[src/rtl/alu_pkg.sv]
// Shared types for the two-port ALU sharing controller: ALU op encodings,
// flag layout and controller state.
package alu_pkg;

  typedef enum logic [2:0] {
    ADD = 3'b000,
    SUB = 3'b001,
    AND = 3'b010,
    OR  = 3'b011
  } alu_ctrl_t;

  typedef struct packed {
    logic n;
    logic z;
    logic c;
    logic v;
  } nzcv_t;

  typedef enum logic [1:0] {
    IDLE,
    EXEC,
    DONE
  } share_state_t;

endpackage

[src/rtl/alu_share_ctrl_if.sv]
// Bus bundle between the two requesters, the shared ALU and the result consumer.
// ALU_ARB_LOCK_EN adds the per-port lock inputs.
interface alu_share_ctrl_if #(parameter int N = 4) ();

  logic         r0_valid, r0_ready, r0_setf;
  logic [N-1:0] r0_a, r0_b;
  logic [2:0]   r0_ctrl;
  logic         r1_valid, r1_ready, r1_setf;
  logic [N-1:0] r1_a, r1_b;
  logic [2:0]   r1_ctrl;
`ifdef ALU_ARB_LOCK_EN
  logic         r0_lock, r1_lock;
`endif
  logic [N-1:0] alu_a, alu_b, alu_result;
  logic [2:0]   alu_ctrl;
  logic [3:0]   alu_nzcv;
  logic         out_valid, out_ready, out_id;
  logic [N-1:0] out_result;
  logic [3:0]   out_nzcv, flags_q;

  // Controller side
  modport slave (
`ifdef ALU_ARB_LOCK_EN
    input  r0_lock, r1_lock,
`endif
    input  r0_valid, r0_a, r0_b, r0_ctrl, r0_setf,
    input  r1_valid, r1_a, r1_b, r1_ctrl, r1_setf,
    output r0_ready, r1_ready,
    output alu_a, alu_b, alu_ctrl,
    input  alu_result, alu_nzcv,
    output out_valid, out_result, out_id, out_nzcv, flags_q,
    input  out_ready
  );

  // Requester / ALU / consumer side
  modport master (
`ifdef ALU_ARB_LOCK_EN
    output r0_lock, r1_lock,
`endif
    output r0_valid, r0_a, r0_b, r0_ctrl, r0_setf,
    output r1_valid, r1_a, r1_b, r1_ctrl, r1_setf,
    input  r0_ready, r1_ready,
    input  alu_a, alu_b, alu_ctrl,
    output alu_result, alu_nzcv,
    input  out_valid, out_result, out_id, out_nzcv, flags_q,
    output out_ready
  );

endinterface

[src/rtl/rr_arb2.sv]
// Two-way round-robin grant; an owner (from a locked carry chain) overrides
// the rotation and blocks the other port.
module rr_arb2 (
  input  logic [1:0] valid,
  input  logic       last_grant,
  input  logic       owned,
  input  logic       owner,
  output logic [1:0] grant
);

  always_comb begin
    grant = 2'b00;
    if (owned) begin
      grant[owner] = valid[owner];
    end else if (valid == 2'b11) begin
      grant[~last_grant] = 1'b1;
    end else begin
      grant = valid;
    end
  end

endmodule

[src/rtl/alu_share_ctrl.sv]
// Shares one combinational ALU between two requesters with registered issue and
// result capture. Define ALU_ARB_LOCK_EN to enable owner locking for carry chains.
module alu_share_ctrl
  import alu_pkg::*;
#(
  parameter int N = 4
) (
  input logic         clk,
  input logic         rst_n,
  alu_share_ctrl_if.slave bus
);

  share_state_t state;
  nzcv_t        flags_r;
  logic         last_grant, setf_q, id_q;
  logic         can_accept, accept, winner;
  logic [1:0]   grant, ready;
  logic         owned, owner;
  logic [N-1:0] sel_a, sel_b;
  logic [2:0]   sel_ctrl;
  logic         sel_setf;

  // A new op can only enter when the result slot is free or being drained.
  assign can_accept = (state == IDLE) || ((state == DONE) && bus.out_ready);

  rr_arb2 u_arb (
    .valid      ({bus.r1_valid, bus.r0_valid}),
    .last_grant (last_grant),
    .owned      (owned),
    .owner      (owner),
    .grant      (grant)
  );

  assign ready        = can_accept ? grant : 2'b00;
  assign bus.r0_ready = ready[0];
  assign bus.r1_ready = ready[1];
  assign accept       = |ready;
  assign winner       = ready[1];
  assign sel_a        = winner ? bus.r1_a    : bus.r0_a;
  assign sel_b        = winner ? bus.r1_b    : bus.r0_b;
  assign sel_ctrl     = winner ? bus.r1_ctrl : bus.r0_ctrl;
  assign sel_setf     = winner ? bus.r1_setf : bus.r0_setf;
  assign bus.flags_q  = flags_r;

`ifdef ALU_ARB_LOCK_EN
  logic sel_lock;
  assign sel_lock = winner ? bus.r1_lock : bus.r0_lock;

  always_ff @(posedge clk or negedge rst_n) begin
    if (!rst_n) begin
      owned <= 1'b0;
      owner <= 1'b0;
    end else if (accept) begin
      owned <= sel_lock;
      if (sel_lock) owner <= winner;
    end
  end
`else
  assign owned = 1'b0;
  assign owner = 1'b0;
`endif

  always_ff @(posedge clk or negedge rst_n) begin
    if (!rst_n) begin
      state          <= IDLE;
      bus.alu_a      <= '0;
      bus.alu_b      <= '0;
      bus.alu_ctrl   <= 3'b000;
      bus.out_valid  <= 1'b0;
      bus.out_result <= '0;
      bus.out_id     <= 1'b0;
      bus.out_nzcv   <= 4'h0;
      flags_r        <= '0;
      last_grant     <= 1'b1;
      setf_q         <= 1'b0;
      id_q           <= 1'b0;
    end else begin
      // Operands only move on accept, so the ALU inputs stay quiet during stalls.
      if (accept) begin
        bus.alu_a    <= sel_a;
        bus.alu_b    <= sel_b;
        bus.alu_ctrl <= sel_ctrl;
        setf_q       <= sel_setf;
        id_q         <= winner;
        last_grant   <= winner;
      end
      case (state)
        IDLE: if (accept) state <= EXEC;
        EXEC: begin
          state          <= DONE;
          bus.out_valid  <= 1'b1;
          bus.out_result <= bus.alu_result;
          bus.out_nzcv   <= bus.alu_nzcv;
          bus.out_id     <= id_q;
          if (setf_q) flags_r <= bus.alu_nzcv;
        end
        DONE: begin
          if (bus.out_ready) begin
            bus.out_valid <= 1'b0;
            state         <= accept ? EXEC : IDLE;
          end
        end
        default: state <= IDLE;
      endcase
    end
  end

endmodule

[src/flat_wrapper.sv]
// flat-port wrapper written by rule: the top's interface ports become plain ports
module alu_share_ctrl_flat import alu_pkg::*;
#(
  parameter int N = 4
)
  (clk, rst_n, bus_r0_valid, bus_r0_a, bus_r0_b, bus_r0_ctrl, bus_r0_setf, bus_r1_valid, bus_r1_a, bus_r1_b, bus_r1_ctrl, bus_r1_setf, bus_r0_ready, bus_r1_ready, bus_alu_a, bus_alu_b, bus_alu_ctrl, bus_alu_result, bus_alu_nzcv, bus_out_valid, bus_out_result, bus_out_id, bus_out_nzcv, bus_flags_q, bus_out_ready);
  alu_share_ctrl_if #(.N(N)) bus_i ();
  input logic clk;
  input logic rst_n;
  input wire logic [$bits(bus_i.r0_valid)-1:0] bus_r0_valid;
  input wire logic [$bits(bus_i.r0_a)-1:0] bus_r0_a;
  input wire logic [$bits(bus_i.r0_b)-1:0] bus_r0_b;
  input wire logic [$bits(bus_i.r0_ctrl)-1:0] bus_r0_ctrl;
  input wire logic [$bits(bus_i.r0_setf)-1:0] bus_r0_setf;
  input wire logic [$bits(bus_i.r1_valid)-1:0] bus_r1_valid;
  input wire logic [$bits(bus_i.r1_a)-1:0] bus_r1_a;
  input wire logic [$bits(bus_i.r1_b)-1:0] bus_r1_b;
  input wire logic [$bits(bus_i.r1_ctrl)-1:0] bus_r1_ctrl;
  input wire logic [$bits(bus_i.r1_setf)-1:0] bus_r1_setf;
  output wire logic [$bits(bus_i.r0_ready)-1:0] bus_r0_ready;
  output wire logic [$bits(bus_i.r1_ready)-1:0] bus_r1_ready;
  output wire logic [$bits(bus_i.alu_a)-1:0] bus_alu_a;
  output wire logic [$bits(bus_i.alu_b)-1:0] bus_alu_b;
  output wire logic [$bits(bus_i.alu_ctrl)-1:0] bus_alu_ctrl;
  input wire logic [$bits(bus_i.alu_result)-1:0] bus_alu_result;
  input wire logic [$bits(bus_i.alu_nzcv)-1:0] bus_alu_nzcv;
  output wire logic [$bits(bus_i.out_valid)-1:0] bus_out_valid;
  output wire logic [$bits(bus_i.out_result)-1:0] bus_out_result;
  output wire logic [$bits(bus_i.out_id)-1:0] bus_out_id;
  output wire logic [$bits(bus_i.out_nzcv)-1:0] bus_out_nzcv;
  output wire logic [$bits(bus_i.flags_q)-1:0] bus_flags_q;
  input wire logic [$bits(bus_i.out_ready)-1:0] bus_out_ready;
  assign bus_i.r0_valid = bus_r0_valid;
  assign bus_i.r0_a = bus_r0_a;
  assign bus_i.r0_b = bus_r0_b;
  assign bus_i.r0_ctrl = bus_r0_ctrl;
  assign bus_i.r0_setf = bus_r0_setf;
  assign bus_i.r1_valid = bus_r1_valid;
  assign bus_i.r1_a = bus_r1_a;
  assign bus_i.r1_b = bus_r1_b;
  assign bus_i.r1_ctrl = bus_r1_ctrl;
  assign bus_i.r1_setf = bus_r1_setf;
  assign bus_r0_ready = bus_i.r0_ready;
  assign bus_r1_ready = bus_i.r1_ready;
  assign bus_alu_a = bus_i.alu_a;
  assign bus_alu_b = bus_i.alu_b;
  assign bus_alu_ctrl = bus_i.alu_ctrl;
  assign bus_i.alu_result = bus_alu_result;
  assign bus_i.alu_nzcv = bus_alu_nzcv;
  assign bus_out_valid = bus_i.out_valid;
  assign bus_out_result = bus_i.out_result;
  assign bus_out_id = bus_i.out_id;
  assign bus_out_nzcv = bus_i.out_nzcv;
  assign bus_flags_q = bus_i.flags_q;
  assign bus_i.out_ready = bus_out_ready;
  alu_share_ctrl #(.N(N)) u_core (.clk(clk), .rst_n(rst_n), .bus(bus_i));
endmodule
[config.mk]
export PLATFORM = sky130hd
export DESIGN_NAME = alu_share_ctrl_flat
export DESIGN_NICKNAME = d
export VERILOG_FILES = /design/src/rtl/alu_pkg.sv /design/src/rtl/alu_share_ctrl_if.sv /design/src/rtl/rr_arb2.sv /design/src/rtl/alu_share_ctrl.sv /design/src/flat_wrapper.sv
export SDC_FILE = /design/constraint.sdc
export NUM_CORES = 1
export LEC_CHECK = 0
export BUFFER_PORTS_ARGS = -buffer_cell sky130_fd_sc_hd__buf_2
export CAP_MARGIN = 0
export CORE_MARGIN = 2
export CORE_UTILIZATION = 47
export CTS_CLUSTER_DIAMETER = 80
export DETAILED_ROUTE_END_ITERATION = 10
export GPL_ROUTABILITY_DRIVEN = 0
export MAX_ROUTING_LAYER = met4
export PLACE_DENSITY = 0.84
export SKIP_LAST_GASP = 1
export SLEW_MARGIN = 10
export SYNTH_ARGS = -nofsm -noshare
export SYNTH_HDL_FRONTEND = slang
export SYNTH_SLANG_ARGS = --single-unit
[constraint.sdc]
create_clock -name clk -period 2.03 [get_ports clk]
set_clock_uncertainty 0.2 [all_clocks]
set_input_delay 0.203 -clock clk [delete_from_list [all_inputs] [get_ports clk]]
set_output_delay 0.203 -clock clk [all_outputs]
set_load 0.05 [all_outputs]
==> summary.log, run 1 <==
qor: run_status.run_status completed
qor: clock_network.register_clock_pin_slew_on_the_reported_worst_setup_and_hold_paths 0.08 ns
qor: clock_network.cts_buffer_count 5
qor: clock_network.postCtsSetupBuffers 0
qor: pwr.clock_power_share 10.2%
qor: pwr.p_leak 0.9906 nW
qor: finish.fillerInstances 222
qor: logic_synthesis.yosysTopAreaCell sky130_fd_sc_hd__dfrtp_1
qor: logic_synthesis.yosys_warnings 0
qor: clock_network.cts_num_sinks 30
qor: finish.areaGrowthSynthToFinish 47.68%
qor: clock_network.cts_max_level 2
qor: grt.via_count_of_the_first_global_routing_pass 1476
qor: timing.final.period_utilization 96.09%
qor: floorplan.placeableCoreArea 0.003053 mm^2
qor: drt.route.detailed.wl_per_inst 15.09 um
qor: timing.final_period_minus_worst_setup_slack 1.951 ns
qor: logic_synthesis.async_reset_ff_share 100.0%
qor: timing.slew_viol_final 0
qor: pwr.switching_share 53.19%
qor: timing.clock.fmax 512.6 MHz
qor: setup_path.timing.critical_path.to_type output port
qor: floorplan.area_of_the_die 0.003680 mm^2
qor: timing.final_sum_of_negative_setup_slack 0 ns
qor: run.max_cap_viol_count 0
qor: floorplan.io_pins 64
qor: pwr.netSwitchingPower 0.001891 W
qor: logic_synthesis.syn-cell-area 0.001509 mm^2
qor: logic_synthesis.yosysUniqueCellTypes 26
qor: timing.timing_hold_violations_final 0
qor: hold_path.min_path_type in2reg
qor: grt.grt_max_degree 31
qor: clock_network.clock-root-buffer sky130_fd_sc_hd__clkbuf_4
qor: grt.global_route.overflow_total 0
qor: timing.slew_worst_pin 0.6470 ns
qor: logic_synthesis.synth_seq_cells 30
qor: clock_network.max-clock-path-buffers 2
qor: grt.grt_first_pass_wirelength 6.382 mm
qor: drt.drt_first_pass_iters 5
qor: grt.groute.usage.overall 24.47%
qor: clock_network.cts_tree done
qor: setup_path.worstSetupPathType in2out
qor: logic_synthesis.synth_top_cells_by_area sky130_fd_sc_hd__dfrtp_1 (48%), sky130_fd_sc_hd__a31oi_1 (12%), sky130_fd_sc_hd__mux2_1 (9.7%), sky130_fd_sc_hd__o31ai_2 (7.5%), sky130_fd_sc_hd__nand4_1 (5.0%)
qor: drt.post_drt_via_cell_ratio 5.575
qor: clock_network.clock_insertion_delay_worst_skew 0.33 ns
qor: finish.antenna_cells 0
qor: setup_path.path_max_fanout 6
qor: timing.rsz0062_at_grt no
qor: floorplan.die_height 60.66 um
qor: drt.num_vias 1494
qor: finish.layout_cells_sized_above_1 41.96%
qor: drt.drtIter0Drc 82
qor: drt.drcViolationCount 0
qor: logic_synthesis.synth_cells 127
qor: drt.postRouteWirelength 4.043 mm
qor: timing.slew-limit-headroom 56.87%
qor: timing.finalSetupViolCount 0
qor: placement.dp_hpwl 2.633 mm
qor: placement.io_buffer_count 63
qor: floorplan.initial_utilization 49.43%
qor: logic_synthesis.synth_most_common_cell sky130_fd_sc_hd__dfrtp_1
qor: setup_path.worstPathArrival 1.55 ns
qor: pwr.combPwrFrac 59.7%
qor: finish.final_nets 260
qor: logic_synthesis.synthesis.nets 164
qor: logic_synthesis.ys_dominant_reg_cell sky130_fd_sc_hd__dfrtp_1
qor: pwr.vdd_ir_drop_max 0.8636 mV
qor: floorplan.num_rows 20
qor: drt.ant_nets 0
qor: setup_path.worst_setup_path_start_kind input port
qor: logic_synthesis.yosysTopAreaCellShare 48.09%
qor: logic_synthesis.synth_sequential_area_ratio 49.83%
qor: logic_synthesis.netlist_top_cells_count sky130_fd_sc_hd__dfrtp_1 (29), sky130_fd_sc_hd__a31oi_1 (28), sky130_fd_sc_hd__mux2_1 (13)
qor: logic_synthesis.synth_edf_count 0
qor: grt.antenna_found_initial 0
qor: pwr.power.density_cell_area 1595 mW/mm^2
qor: logic_synthesis.synthesis.area_per_instance 11.88 um^2
qor: timing.timing.hold.ws 0.01890 ns
qor: pwr.power_report.internal_total 0.001664 W
qor: floorplan.fp.dieW 60.66 um
qor: pwr.sequentialPowerShare 30.1%
qor: setup_path.required_time_of_the_worst_setup_path 1.63 ns
[timing repair]
item | CTS | global route
hold buffers | 34 | 0
hold endpoints to repair | 55 | 0
gates resized for setup | 0 | 3
setup endpoints to repair | 0 | 1
[layout by cell type (no fill, tap or decap)]
master                          netlist  routed
sky130_fd_sc_hd__buf_2                7      62
sky130_fd_sc_hd__dlygate4sd3_1        0      34
sky130_fd_sc_hd__dfrtp_1             29      29
sky130_fd_sc_hd__a31oi_1             28      28
sky130_fd_sc_hd__mux2_1              13      13
sky130_fd_sc_hd__nand4_1             12      12
sky130_fd_sc_hd__o31ai_2              9       9
sky130_fd_sc_hd__clkbuf_4             0       6
sky130_fd_sc_hd__buf_4                2       6
sky130_fd_sc_hd__o31ai_1              3       3
sky130_fd_sc_hd__nand2b_1             2       2
sky130_fd_sc_hd__and2b_4              0       1
sky130_fd_sc_hd__a21bo_2              1       1
sky130_fd_sc_hd__nor3_2               0       1
sky130_fd_sc_hd__nor2_2               1       1
sky130_fd_sc_hd__and3_1               1       1
sky130_fd_sc_hd__and2b_1              2       1
sky130_fd_sc_hd__nand2_1              1       1
sky130_fd_sc_hd__inv_2                1       1
sky130_fd_sc_hd__or2_4                1       1
sky130_fd_sc_hd__and3_4               1       1
sky130_fd_sc_hd__a21boi_2             1       1
sky130_fd_sc_hd__a21o_1               1       1
sky130_fd_sc_hd__inv_1                1       1
sky130_fd_sc_hd__o21ai_0              1       1
sky130_fd_sc_hd__nor2_1               1       1
sky130_fd_sc_hd__a21oi_1              1       1
sky130_fd_sc_hd__clkbuf_1             0       1
sky130_fd_sc_hd__clkbuf_8             0       1
sky130_fd_sc_hd__clkinv_2             0       1
sky130_fd_sc_hd__dfstp_2              1       1
[power by group through the flow]
stage | Combinational, W | Sequential (W) | Clock [W]
floorplan | 0.000746 | 0.00195 | 0
global placement | 0.00200 | 0.00106 | 0
detailed placement | 0.00206 | 0.00108 | 0
CTS | 0.00211 | 0.00107 | 0.000369
global route | 0.00223 | 0.00111 | 0.000403
finish | 0.00212 | 0.00107 | 0.000362
[final timing paths]
path | slack, ns | endpoint | from | cells past startpoint
worst max-delay path | 0.08 | bus_r1_ready | bus_r0_valid | 5
worst min register to register | 0.29 | u_core.bus.out_nzcv[3] | u_core.bus.out_nzcv[3] | 1
worst min-delay path | 0.02 | u_core.id_q | bus_r1_valid | 3
min in group asynchronous | 0.23 | u_core.bus.out_result[0] | rst_n | 2
max in group asynchronous | 0.98 | u_core.bus.out_nzcv[2] | rst_n | 2
worst max register to register | 0.31 | u_core.bus.alu_b[1] | u_core.state[0] | 4
[critical path: stages]
cell and delay, ns:
sky130_fd_sc_hd__dlygate4sd3_1 0.53, sky130_fd_sc_hd__buf_2 0.16, sky130_fd_sc_hd__a21bo_2 0.24, sky130_fd_sc_hd__nor3_2 0.13, sky130_fd_sc_hd__buf_2 0.29
[layer usage]
metal	track usage, %	routed length (um)	vias to the layer above
li1	-	-	688
met1	28.73	1546	725
met2	38.86	2127	66
met3	5.757	237	15
met4	13.04	130	0
met5	-	0	-
[layout make-up]
| cell class | instances | area, um^2 | share of cell area [%] |
|---|---|---|---|
| multi-input cells | 81 | 650.6 | 29.20 |
| inverters | 2 | 7.507 | 0.3369 |
| well taps | 44 | 55.05 | 2.471 |
| clock buffers | 7 | 55.05 | 2.471 |
| flip-flops and latches | 30 | 752.0 | 33.75 |
| clock inverters | 1 | 5.005 | 0.2246 |
| repair buffers | 103 | 703.2 | 31.56 |
[through the flow]
| stage | setup WS, ns | utilization, % | cells | power [W] | area, um^2 |
|---|---|---|---|---|---|
| 6_report | 0.07930 | 72.99 | 268 | 0.003554 | 2228 |
| 5_1_grt | 0.04126 | 72.99 | 268 | 0.003741 | 2228 |
| 4_1_cts | 0.004106 | 72.83 | 268 | 0.003548 | 2223 |
| 3_5_place_dp | 0.3557 | 59.71 | 226 | 0.003138 | 1823 |
| 3_3_place_gp | 0.3970 | 59.71 | 226 | 0.003062 | 1823 |
| 2_1_floorplan | 0.1730 | - | 127 | 0.002699 | 1514 |
[state kept, by name, indices dropped and copies added (netlist names)]
name,count
u_core.bus.alu_b,4
u_core.bus.flags_q,4
u_core.bus.alu_a,4
u_core.last_grant,1
u_core.id_q,1
u_core.bus.out_nzcv,4
u_core.bus.alu_ctrl,3
u_core.bus.out_result,4
u_core.setf_q,1
u_core.bus.out_valid,1
u_core.bus.out_id,1
u_core.state,2
[logic make-up after synthesis]
logic type | synth area share [%]
compound gates | 23.13
flops | 49.83
simple gates | 9.784
buf+inv | 7.544
mux | 9.701
Power figures use the tool's default switching activity.
==> inputs of run 2 (changes only) <==
==> constraint.sdc (replaced) <==
create_clock -name clk -period 2.03 [get_ports clk]
set_clock_uncertainty 0.2 [all_clocks]
set_input_delay 0.406 -clock clk [delete_from_list [all_inputs] [get_ports clk]]
set_output_delay 0.406 -clock clk [all_outputs]
set_load 0.05 [all_outputs]
==> run 2 against run 1 <==
  * Critical path depth fell by 1
  * Combinational power rose by 2%
  * First-iteration DRC count fell by 29%
  * Setup slack got worse by 0.078 ns
  * Power rose by 1.6%
  * Global-route usage fell by 0.091 points
  * Via count fell by 8.4%
  * Core utilization fell by 8.3 points
  * Largest cell class unchanged
  * Largest power group unchanged
==> summary.log, run 2 (synthesized netlist as in run 1, its figures left out) <==
qor: pwr.clock_power_share 9.6% [-0.6 points]
qor: grt.groute.usage.overall 24.38% [-0.091 points]
qor: setup_path.required_time_of_the_worst_setup_path 1.42 ns [-0.21 ns]
qor: drt.postRouteWirelength 4.095 mm [+1.3%]
qor: clock_network.cts_num_sinks 30 [unchanged]
qor: grt.antenna_found_initial 0 [unchanged]
qor: pwr.switching_share 53.92% [+0.73 points]
qor: floorplan.area_of_the_die 0.003680 mm^2 [unchanged]
qor: setup_path.path_max_fanout 3 [-3]
qor: timing.slew_viol_final 0 [unchanged]
qor: drt.drcViolationCount 0 [unchanged]
qor: setup_path.worst_setup_path_start_kind register
qor: setup_path.path_cells and2b_2, nor2_4, and3_4, buf_8
qor: floorplan.initial_utilization 49.43% [unchanged]
qor: drt.drtIter0Drc 58 [-29%]
qor: setup_path.worstSetupPathType reg2out
qor: setup_path.max_incr_delay_on_cp 0.38 ns [-0.15 ns]
qor: floorplan.placeableCoreArea 0.003053 mm^2 [unchanged]
qor: pwr.netSwitchingPower 0.001947 W [+3.0%]
qor: timing.slew_worst_pin 0.6609 ns [+0.01392 ns]
qor: pwr.combPwrFrac 60.2% [+0.5 points]
qor: drt.route.detailed.wl_per_inst 16.92 um [+12%]
qor: clock_network.cts_buffer_count 5 [unchanged]
qor: timing.clock.fmax 492.9 MHz [-3.8%]
qor: clock_network.clock-root-buffer sky130_fd_sc_hd__clkbuf_4
qor: drt.ant_nets 0 [unchanged]
qor: clock_network.clock_insertion_delay_worst_skew 0.34 ns [about the same]
qor: timing.final_sum_of_negative_setup_slack 0 ns [unchanged]
qor: setup_path.worstPathArrival 1.42 ns [-0.13 ns]
qor: timing.finalSetupViolCount 0 [unchanged]
qor: placement.dp_hpwl 2.922 mm [+11%]
qor: finish.most_frequent_cells_in_the_layout sky130_fd_sc_hd__buf_2 (61), sky130_fd_sc_hd__a31oi_1 (28), sky130_fd_sc_hd__dfrtp_1 (28)
qor: floorplan.die_height 60.66 um [unchanged]
qor: grt.via_count_of_the_first_global_routing_pass 1426 [-3.4%]
qor: clock_network.register_clock_pin_slew_on_the_reported_worst_setup_and_hold_paths 0.10 ns [+0.02 ns]
qor: timing.rsz0062_at_grt yes
qor: floorplan.io_pins 64 [unchanged]
qor: setup_path.cpMaxStageDelayCell sky130_fd_sc_hd__dfrtp_1
qor: floorplan.fp.dieW 60.66 um [unchanged]
qor: pwr.power_report.internal_total 0.001664 W [about the same]
qor: hold_path.min_path_type in2reg
qor: grt.global_route.overflow_total 0 [unchanged]
qor: finish.fin_cells 242 [-9.7%]
qor: finish.layout_cells_sized_above_1 52.02% [+10 points]
qor: finish.final_nets 234 [-10%]
qor: placement.io_buffer_count 63 [unchanged]
qor: timing.final_period_minus_worst_setup_slack 2.029 ns [+0.07801 ns]
qor: drt.post_drt_via_cell_ratio 5.653 [+1.4%]
qor: clock_network.cts_max_level 2 [unchanged]
qor: drt.num_vias 1368 [-8.4%]
qor: finish.mostFrequentLayoutCell sky130_fd_sc_hd__buf_2
qor: floorplan.num_rows 20 [unchanged]
qor: pwr.vdd_ir_drop_max 1.065 mV [+23%]
qor: drt.drt_first_pass_iters 5 [unchanged]
qor: clock_network.cts_tree done
qor: grt.grt_max_degree 31 [unchanged]
qor: pwr.sequentialPowerShare 30.2% [about the same]
qor: pwr.p_leak 0.8894 nW [-10%]
qor: grt.grt_first_pass_wirelength 6.279 mm [-1.6%]
qor: run.max_cap_viol_count 0 [unchanged]
qor: placement.dp_cells 229 [+1.3%]
qor: run_status.run_status completed
qor: pwr.power.density_cell_area 1828 mW/mm^2 [+15%]
qor: finish.areaGrowthSynthToFinish 30.93%
qor: timing.slew-limit-headroom 55.94% [-0.93 points]
qor: timing.final.period_utilization 99.94% [+3.8 points]
qor: finish.fillerInstances 244 [+9.9%]
qor: clock_network.max-clock-path-buffers 2 [unchanged]
qor: finish.antenna_cells 0 [unchanged]
qor: timing.timing_hold_violations_final 0 [unchanged]
qor: setup_path.timing.critical_path.to_type output port
run 2: metal layers:
metal  up-vias  wire length [um]  track usage (%)  part of all wire (%)
li1        638                 -                -                     -
met1       661              1636            28.16                    40
met2        63              2124            38.71                    52
met3         6               278            6.823                   6.8
met4         0                56            12.42                   1.4
met5         -                 0                -                     0
run 2: path summary, 6_finish.rpt:
kind	startpoint	endpoint	slack, ns	cells past startpoint
worst max-delay path	u_core.state[1]	bus_r0_ready	0.001	4
min in group asynchronous	rst_n	u_core.bus.out_nzcv[0]	0.42	2
worst min-delay path	bus_alu_result[3]	u_core.bus.out_result[3]	0.08	2
max in group asynchronous	rst_n	u_core.state[0]	0.74	2
worst min register to register	u_core.bus.out_result[1]	u_core.bus.out_result[1]	0.30	1
worst max register to register	u_core.state[1]	u_core.bus.alu_ctrl[1]	0.28	6
run 2: what timing repair did:
| item | 4_1_cts | 5_1_grt |
|---|---|---|
| endpoints found under the hold margin | 29 | 0 |
| setup endpoints to repair | 2 | 2 |
| hold buffers | 1 | 0 |
| setup buffers | 3 | 1 |
| gates resized for setup | 6 | 4 |
run 2: per-stage QoR:
stage	total power (W)	utilization, %	setup slack (ns)	cell area [um^2]	hold WS (ns)
after detailed placement	0.003188	60.66	0.06409	1852	0.2791
after global placement	0.003098	60.66	0.08552	1852	0.2561
after CTS	0.003580	63.93	-0.003667	1952	0.07298
after global routing	0.003791	64.71	-0.06384	1976	0.07042
final	0.003611	64.71	0.001296	1976	0.08451
after floorplan	0.002707	-	0.02020	1520	-0.08959
run 2: power groups by stage:
stage / registers, W / clock network [W] / logic, W
2_1_floorplan: 0.00195 / 0 / 0.000755
4_1_cts: 0.00108 / 0.000350 / 0.00215
3_3_place_gp: 0.00107 / 0 / 0.00203
3_5_place_dp: 0.00110 / 0 / 0.00209
6_report: 0.00109 / 0.000347 / 0.00217
5_1_grt: 0.00112 / 0.000381 / 0.00229
run 2: area by class of cell:
cell class / count / area, um^2 / share of cell area [%]
Multi-Input combinational cell: 81 / 665.6 / 33.69
Inverter: 2 / 7.507 / 0.3800
Tap cell: 44 / 55.05 / 2.787
Clock inverter: 2 / 10.01 / 0.5067
Clock buffer: 6 / 41.29 / 2.090
Timing Repair Buffer: 77 / 442.9 / 22.42
Sequential cell: 30 / 753.2 / 38.13
run 2: worst max-delay path, delay by kind of cell (launching register included):
family,cells,cell delay [ns]
flops,1,0.38
buf+inv,1,0.14
simple gates,3,0.56
